**src/rtl/switch_input_ctrl.sv**
```systemverilog
// switch_input_ctrl
//   Conditions the board's raw switch/button pins before the CPU reads them.
//   Each bit goes through a 2-flop synchronizer and a counter debouncer. The
//   block then produces one-cycle rise/fall pulses and a sticky event flag,
//   which the CPU acknowledges with a per-bit clear strobe.
//
// Parameters
//   N_SW    number of input bits
//   DB_CNT  consecutive cycles s2 must differ from the stable level before the
//           new level is accepted (>= 1)
//
// Ports
//   clk          system clock (rising edge)
//   rst          asynchronous active-high reset
//   sw_raw       raw asynchronous pin levels
//   evt_clr      per-bit clear strobe for evt_pending
//   sw_stable    debounced level
//   sw_rise      one-cycle pulse on sw_stable 0->1
//   sw_fall      one-cycle pulse on sw_stable 1->0
//   evt_pending  sticky per-bit event flag
//   evt_any      OR of evt_pending
module switch_input_ctrl #(
  parameter int N_SW   = 12,
  parameter int DB_CNT = 1000000
) (
  input  logic            clk,
  input  logic            rst,
  input  logic [N_SW-1:0] sw_raw,
  input  logic [N_SW-1:0] evt_clr,
  output logic [N_SW-1:0] sw_stable,
  output logic [N_SW-1:0] sw_rise,
  output logic [N_SW-1:0] sw_fall,
  output logic [N_SW-1:0] evt_pending,
  output logic            evt_any
);

  localparam int              CNT_W   = $clog2(DB_CNT) + 1;
  localparam logic [CNT_W-1:0] CNT_MAX = CNT_W'(DB_CNT - 1);

  logic [N_SW-1:0]  sync1_q, sync2_q;
  logic [N_SW-1:0]  stable_q, stable_d;
  logic [N_SW-1:0]  rise_q, rise_d;
  logic [N_SW-1:0]  fall_q, fall_d;
  logic [N_SW-1:0]  pend_q, pend_d;
  logic [CNT_W-1:0] cnt_q [N_SW];
  logic [CNT_W-1:0] cnt_d [N_SW];

  // Debounce and event next-state
  always_comb begin
    stable_d = stable_q;
    rise_d   = '0;
    fall_d   = '0;
    for (int i = 0; i < N_SW; i++) begin
      cnt_d[i] = cnt_q[i];
      if (sync2_q[i] == stable_q[i]) begin
        // Any sample matching the stable level discards accumulated credit.
        cnt_d[i] = '0;
      end else if (cnt_q[i] == CNT_MAX) begin
        stable_d[i] = sync2_q[i];
        cnt_d[i]    = '0;
        rise_d[i]   = sync2_q[i];
        fall_d[i]   = ~sync2_q[i];
      end else begin
        cnt_d[i] = cnt_q[i] + CNT_W'(1);
      end
    end
    // A newly accepted edge overrides a clear arriving in the same cycle.
    pend_d = rise_d | fall_d | (pend_q & ~evt_clr);
  end

  // Register stage: synchronizer, counters, outputs
  always_ff @(posedge clk or posedge rst) begin
    if (rst) begin
      sync1_q  <= '0;
      sync2_q  <= '0;
      stable_q <= '0;
      rise_q   <= '0;
      fall_q   <= '0;
      pend_q   <= '0;
      for (int i = 0; i < N_SW; i++) cnt_q[i] <= '0;
    end else begin
      sync1_q  <= sw_raw;
      sync2_q  <= sync1_q;
      stable_q <= stable_d;
      rise_q   <= rise_d;
      fall_q   <= fall_d;
      pend_q   <= pend_d;
      for (int i = 0; i < N_SW; i++) cnt_q[i] <= cnt_d[i];
    end
  end

  assign sw_stable   = stable_q;
  assign sw_rise     = rise_q;
  assign sw_fall     = fall_q;
  assign evt_pending = pend_q;
  assign evt_any     = |pend_q;

endmodule

```
**config.mk**
```make
export PLATFORM = sky130hd
export DESIGN_NAME = switch_input_ctrl
export DESIGN_NICKNAME = d
export VERILOG_FILES = /design/src/rtl/switch_input_ctrl.sv
export SDC_FILE = /design/constraint.sdc
export NUM_CORES = 1
export LEC_CHECK = 0
export ABC_AREA = 1
export BUFFER_PORTS_ARGS = -buffer_cell sky130_fd_sc_hd__buf_2
export CORE_MARGIN = 2
export CORE_UTILIZATION = 40
export CTS_BUF_LIST = sky130_fd_sc_hd__clkbuf_8 sky130_fd_sc_hd__clkbuf_16
export DETAILED_ROUTE_END_ITERATION = 6
export PLACE_DENSITY_LB_ADDON = 0.05
export SYNTH_ARGS = -nofsm -noshare
export SYNTH_HDL_FRONTEND = slang
export SYNTH_SLANG_ARGS = --single-unit
```
**constraint.sdc**
```tcl
create_clock -name clk -period 10.86 [get_ports clk]
set_input_delay 1.629 -clock clk [delete_from_list [all_inputs] [get_ports clk]]
set_output_delay 1.629 -clock clk [all_outputs]
set_load 0.01 [all_outputs]
```
**Word level (Yosys, flattened, before mapping)**

Cells that the tools add are included.

- Flip-flop bits (word level): 324
- Output and inout bits: 49
- Logic and storage cells: 178
- Input bits: 26

- Add/sub/neg operators: 12
- Equal/unequal tests: 24
- Reductions and logical operators: 13
- Multiplexer cells: 72
- Bitwise gates (word level): 28

Operators with widths:

| cell | number |
|---|---|
| 21-bit two-way mux | 24 |
| 21-bit by 1-bit adder with 21-bit output, second input constant | 12 |
| 21-bit by 20-bit == test with 1-bit output, second input constant | 12 |
| 1-bit two-way mux | 48 |
| 1-bit NOT | 24 |
| 12-bit OR | 2 |
| 2-bit AND reduction | 12 |
| 12-bit bitwise AND | 1 |
| 1-bit == test | 12 |
| 12-bit NOT | 1 |
| 12-bit OR reduction | 1 |

**Logic depth before layout (Yosys ltp)**

- Depth in word-level cells: 5
- Gate-level depth with buffers: 9
- Mapped depth without buffers: 9

**Worst setup path before layout**

No wires, ideal clock.

- Path kind: register to output
- Start: reg pend_q[6], in the netlist evt_pending[6]
- End: out evt_any
- Buffers on the path: 0
- Arrival time: 0.825 ns
- Stages on the path, launching flop included: 3
- Slack: 8.406 ns
- Data required time: 9.231 ns
- Cell sequence: dfrtp_1 > nor4_1 > nand3_1

- Longest elaborated chain between the ends: 1

Ends and longest elaborated chain:

| item | line | RTL |
|---|---|---|
| start: declaration | 44 | `logic [N_SW-1:0] pend_q, pend_d;` |
| start signal: assignment | 87 | `pend_q <= pend_d;` |
| 12-bit OR reduction | 96 | `assign evt_any = \|pend_q;` |
| end: declaration | 34 | `output logic evt_any` |

No other way between the ends.

**Worst setup path after layout**

- Start: reg pend_q[10], in the netlist evt_pending[10]
- End: out evt_any

Same word-level chain as after synthesis.

==> impl_metrics.py <==
metrics = {
    "cts": {
        "cts_tree": "done",
        "cts_made_buffers": 40,
        "postCtsHoldBufs": 0,
        "post_cts_resized": 0,
        "clk_pin_slew_ps": 60,
        "cts.root.buffer_cell": "sky130_fd_sc_hd__clkbuf_16",
        "post_cts_buffers": 0,
        "cts-root-to-sink-buffers": 3,
        "clock_insertion_delay_worst_skew_ps": 560,
        "cts_max_level": 2,
        "cts.sink_count": 324,
    },
    "synth": {
        "syn-cell-area_sq_um": 17400,
        "synth.net_count": 2394,
        "post_synth.cell_area_avg_sq_um": 7.39,
        "synth.lib_cells_used.distinct": 25,
        "ys_ff_latch": 324,
        "synthCells": 2356,
        "synth_top_cells_by_area": "sky130_fd_sc_hd__dfrtp_1, sky130_fd_sc_hd__nor2_1, sky130_fd_sc_hd__nand2_1",
        "ys_warn_count": 0,
        "synth_area_leader_cell": "sky130_fd_sc_hd__dfrtp_1",
        "portion_of_synthesized_cell_area_occupied_by_the_leading_cell_type": 0.465,
        "synth-seq-area-share": 0.465,
    },
    "route": {
        "route.vias.total": 14600,
        "routedWlPerCell_um": 13.2,
        "drt_drc_violations_left": 0,
        "final_wl_mm": 40.8,
        "drt-initial-drc-count": 728,
        "detailedRoute.firstPassIterationCount": 5,
        "drt.antenna.violating_nets": 0,
        "drt-vias-per-instance": 4.73,
    },
    "pwr": {
        "ir_worst_vdd_uv": 105,
        "power_density_nw_per_um2": 133,
        "power.leakage_nw": 9.45,
    },
    "floorplan": {
        "core_sq_um": 43000,
        "core.rowCount": 76,
        "die_outline_area_sq_um": 45200,
        "die_height_um": 213,
        "die-width_um": 213,
        "floorplan.initialDensity": 0.405,
        "boundary_pin_count": 75,
    },
    "global_routing": {
        "grt_first_pass_wirelength_mm": 70.3,
        "number_of_global_route_vias_before_repair": 14500,
        "initial_antenna_violation_count": 0,
        "grt_util_all_layers": 0.191,
        "grt_max_degree": 118,
        "grt-ovfl-total": 0,
    },
    "critical_path": {
        "critical_path.max_stage_delay_ps": 730,
        "setup.worst_path.end_class": "primary output",
        "worstSetupPathType": "flip-flop to primary output",
        "worst_ep_required_time_ps": 9230,
        "critical_path_peak_fanout": 3,
        "arrival_ps": 2180,
        "cp.buffers_inverters": 1,
        "critical-path-top-delay-family": "simple AND/OR/NAND/NOR gates",
        "crit_chain": "nor4_1 > nand3_1 > buf_2",
        "crit_path_top_delay_cell": "sky130_fd_sc_hd__nor4_1",
        "worst_setup_path_start_kind": "flip-flop",
    },
    "sta": {
        "final.period_utilization": 0.351,
        "timing_hold_violations_final": 0,
        "postLayoutSetupSlackWorst_ps": 7050,
        "setup_repair_after_global_routing_missed_its_margin": "no",
        "slew_at_the_pin_closest_to_its_max_slew_limit_ps": 1100,
        "timing.final.setup_violations": 0,
        "slew_violations": 0,
        "max_slew_margin": 0.264,
        "tns_ps": 0,
        "finalCriticalPeriod_ps": 3810,
        "fmax_mhz": 262,
        "clock-skew-final_ps": 17.3,
    },
    "placement": {
        "routabilityCongestion": 0.852,
        "buffer_ports.inserted": 74,
        "dp.final_hpwl_mm": 29.6,
        "pre_cts_slack_ps": 6500,
    },
    "hold_path": {
        "hold_class": "flip-flop to flip-flop",
    },
    "run": {
        "drv_cap": 0,
    },
    "finish": {
        "num_antenna_cells": 0,
        "synthToLayoutAreaGrowth_pct": 14.2,
        "num-fill-cells": 4393,
        "layout-drive-gt1-share": 0.0909,
        "design.final.nets": 2508,
    },
    "status": {
        "outcome": "complete, no violations",
    },
}
-- cells in the mapped netlist, drive strengths merged --
library cell and number:
nor2 608, nand2 536, inv 338, dfrtp 324, nand3 209, xor2 66
nor3 62, nand4 54, xnor2 40, a21oi 33, nand3b 20, ha 12
nor3b 12, o21bai 11, o22ai 11, buf 7, clkbuf 5, o21ai 5
nor4 3
-- per-layer routing --
| metal | wire [um] | track usage | up-vias |
|---|---|---|---|
| li1 | - | - | 7548 |
| met1 | 19400 | 0.254 | 6760 |
| met2 | 19100 | 0.319 | 204 |
| met3 | 1450 | 0.0279 | 66 |
| met4 | 973 | 0.0632 | 0 |
| met5 | 0 | 0 | - |
-- sequential cells by signal, indices dropped and copies added (netlist names) --
register and cells:
cnt_q 252, evt_pending 12, sw_fall 12, sw_rise 12
sw_stable 12, sync1_q 12, sync2_q 12
-- worst paths after layout --
kind                                            from                    end  slack (ps)  depth (start not counted)
min in group asynchronous                        rst  sw_rise[10]$_DFF_PP0_        1260                          2
setup / recovery           evt_pending[10]$_DFF_PP0_                evt_any        7050                          3
max in group asynchronous                        rst    cnt_q[60]$_DFF_PP0_        7310                          4
hold reg to reg                 sync1_q[1]$_DFF_PP0_   sync2_q[1]$_DFF_PP0_         340                          0
hold / removal                  sync1_q[1]$_DFF_PP0_   sync2_q[1]$_DFF_PP0_         340                          0
setup reg to reg           sw_stable[11]$_DFFE_PP0P_     cnt_q[9]$_DFF_PP0_        8780                          6
-- power by group --
group | leakage, nW | internal [mW] | switching [mW]
combinational | 4.33 | 0.0187 | 0.0572
clock | 0.681 | 0.817 | 0.524
sequential | 4.44 | 1.22 | 0.0110
total | 9.45 | 2.06 | 0.592
-- final cells by class --
class / count / area (sq um) / area share
timing repair buffer: 84 / 445 / 0.0224
tap: 585 / 732 / 0.0368
sequential: 324 / 8110 / 0.408
clock buffer: 50 / 1150 / 0.0578
multi-input combinational: 1682 / 7990 / 0.402
clock inverter: 20 / 184 / 0.00925
inverter: 338 / 1280 / 0.0642
-- kinds of logic (layout without fill, tap and decap cells) --
group / count (synthesis) / after routing / synth area share
compound gates: 60 / 60 / 0.0196
xor+xnor: 106 / 106 / 0.0533
fa+ha+maj: 12 / 12 / 0.00862
buf+inv: 350 / 492 / 0.0759
flops: 324 / 324 / 0.465
simple gates: 1504 / 1504 / 0.377
-- per-stage QoR --
stage	hold slack, ps	util	power [mW]	std cells	area (sq um)
after floorplan	331	-	1.31	2356	17400
after global placement	332	0.432	1.33	3013	18500
after detailed placement	335	0.432	1.34	3013	18500
after CTS	345	0.463	2.71	3083	19900
after global routing	352	0.463	2.77	3083	19900
final	345	0.463	2.65	3083	19900
-- placed cells by master, fill, tap and decap left out, types with 40 or more instances in the layout --
cell type / netlist / routed
sky130_fd_sc_hd__nor2_1: 560 / 560
sky130_fd_sc_hd__dfrtp_1: 324 / 324
sky130_fd_sc_hd__xor2_1: 66 / 66
sky130_fd_sc_hd__nor3_1: 62 / 62
sky130_fd_sc_hd__nand4_1: 54 / 54
sky130_fd_sc_hd__clkbuf_16: 0 / 41
sky130_fd_sc_hd__inv_1: 337 / 342
sky130_fd_sc_hd__xnor2_1: 40 / 40
sky130_fd_sc_hd__buf_2: 7 / 74
sky130_fd_sc_hd__nand2_1: 512 / 512
sky130_fd_sc_hd__nand3_1: 208 / 208
(Power assumes the default switching activity.)
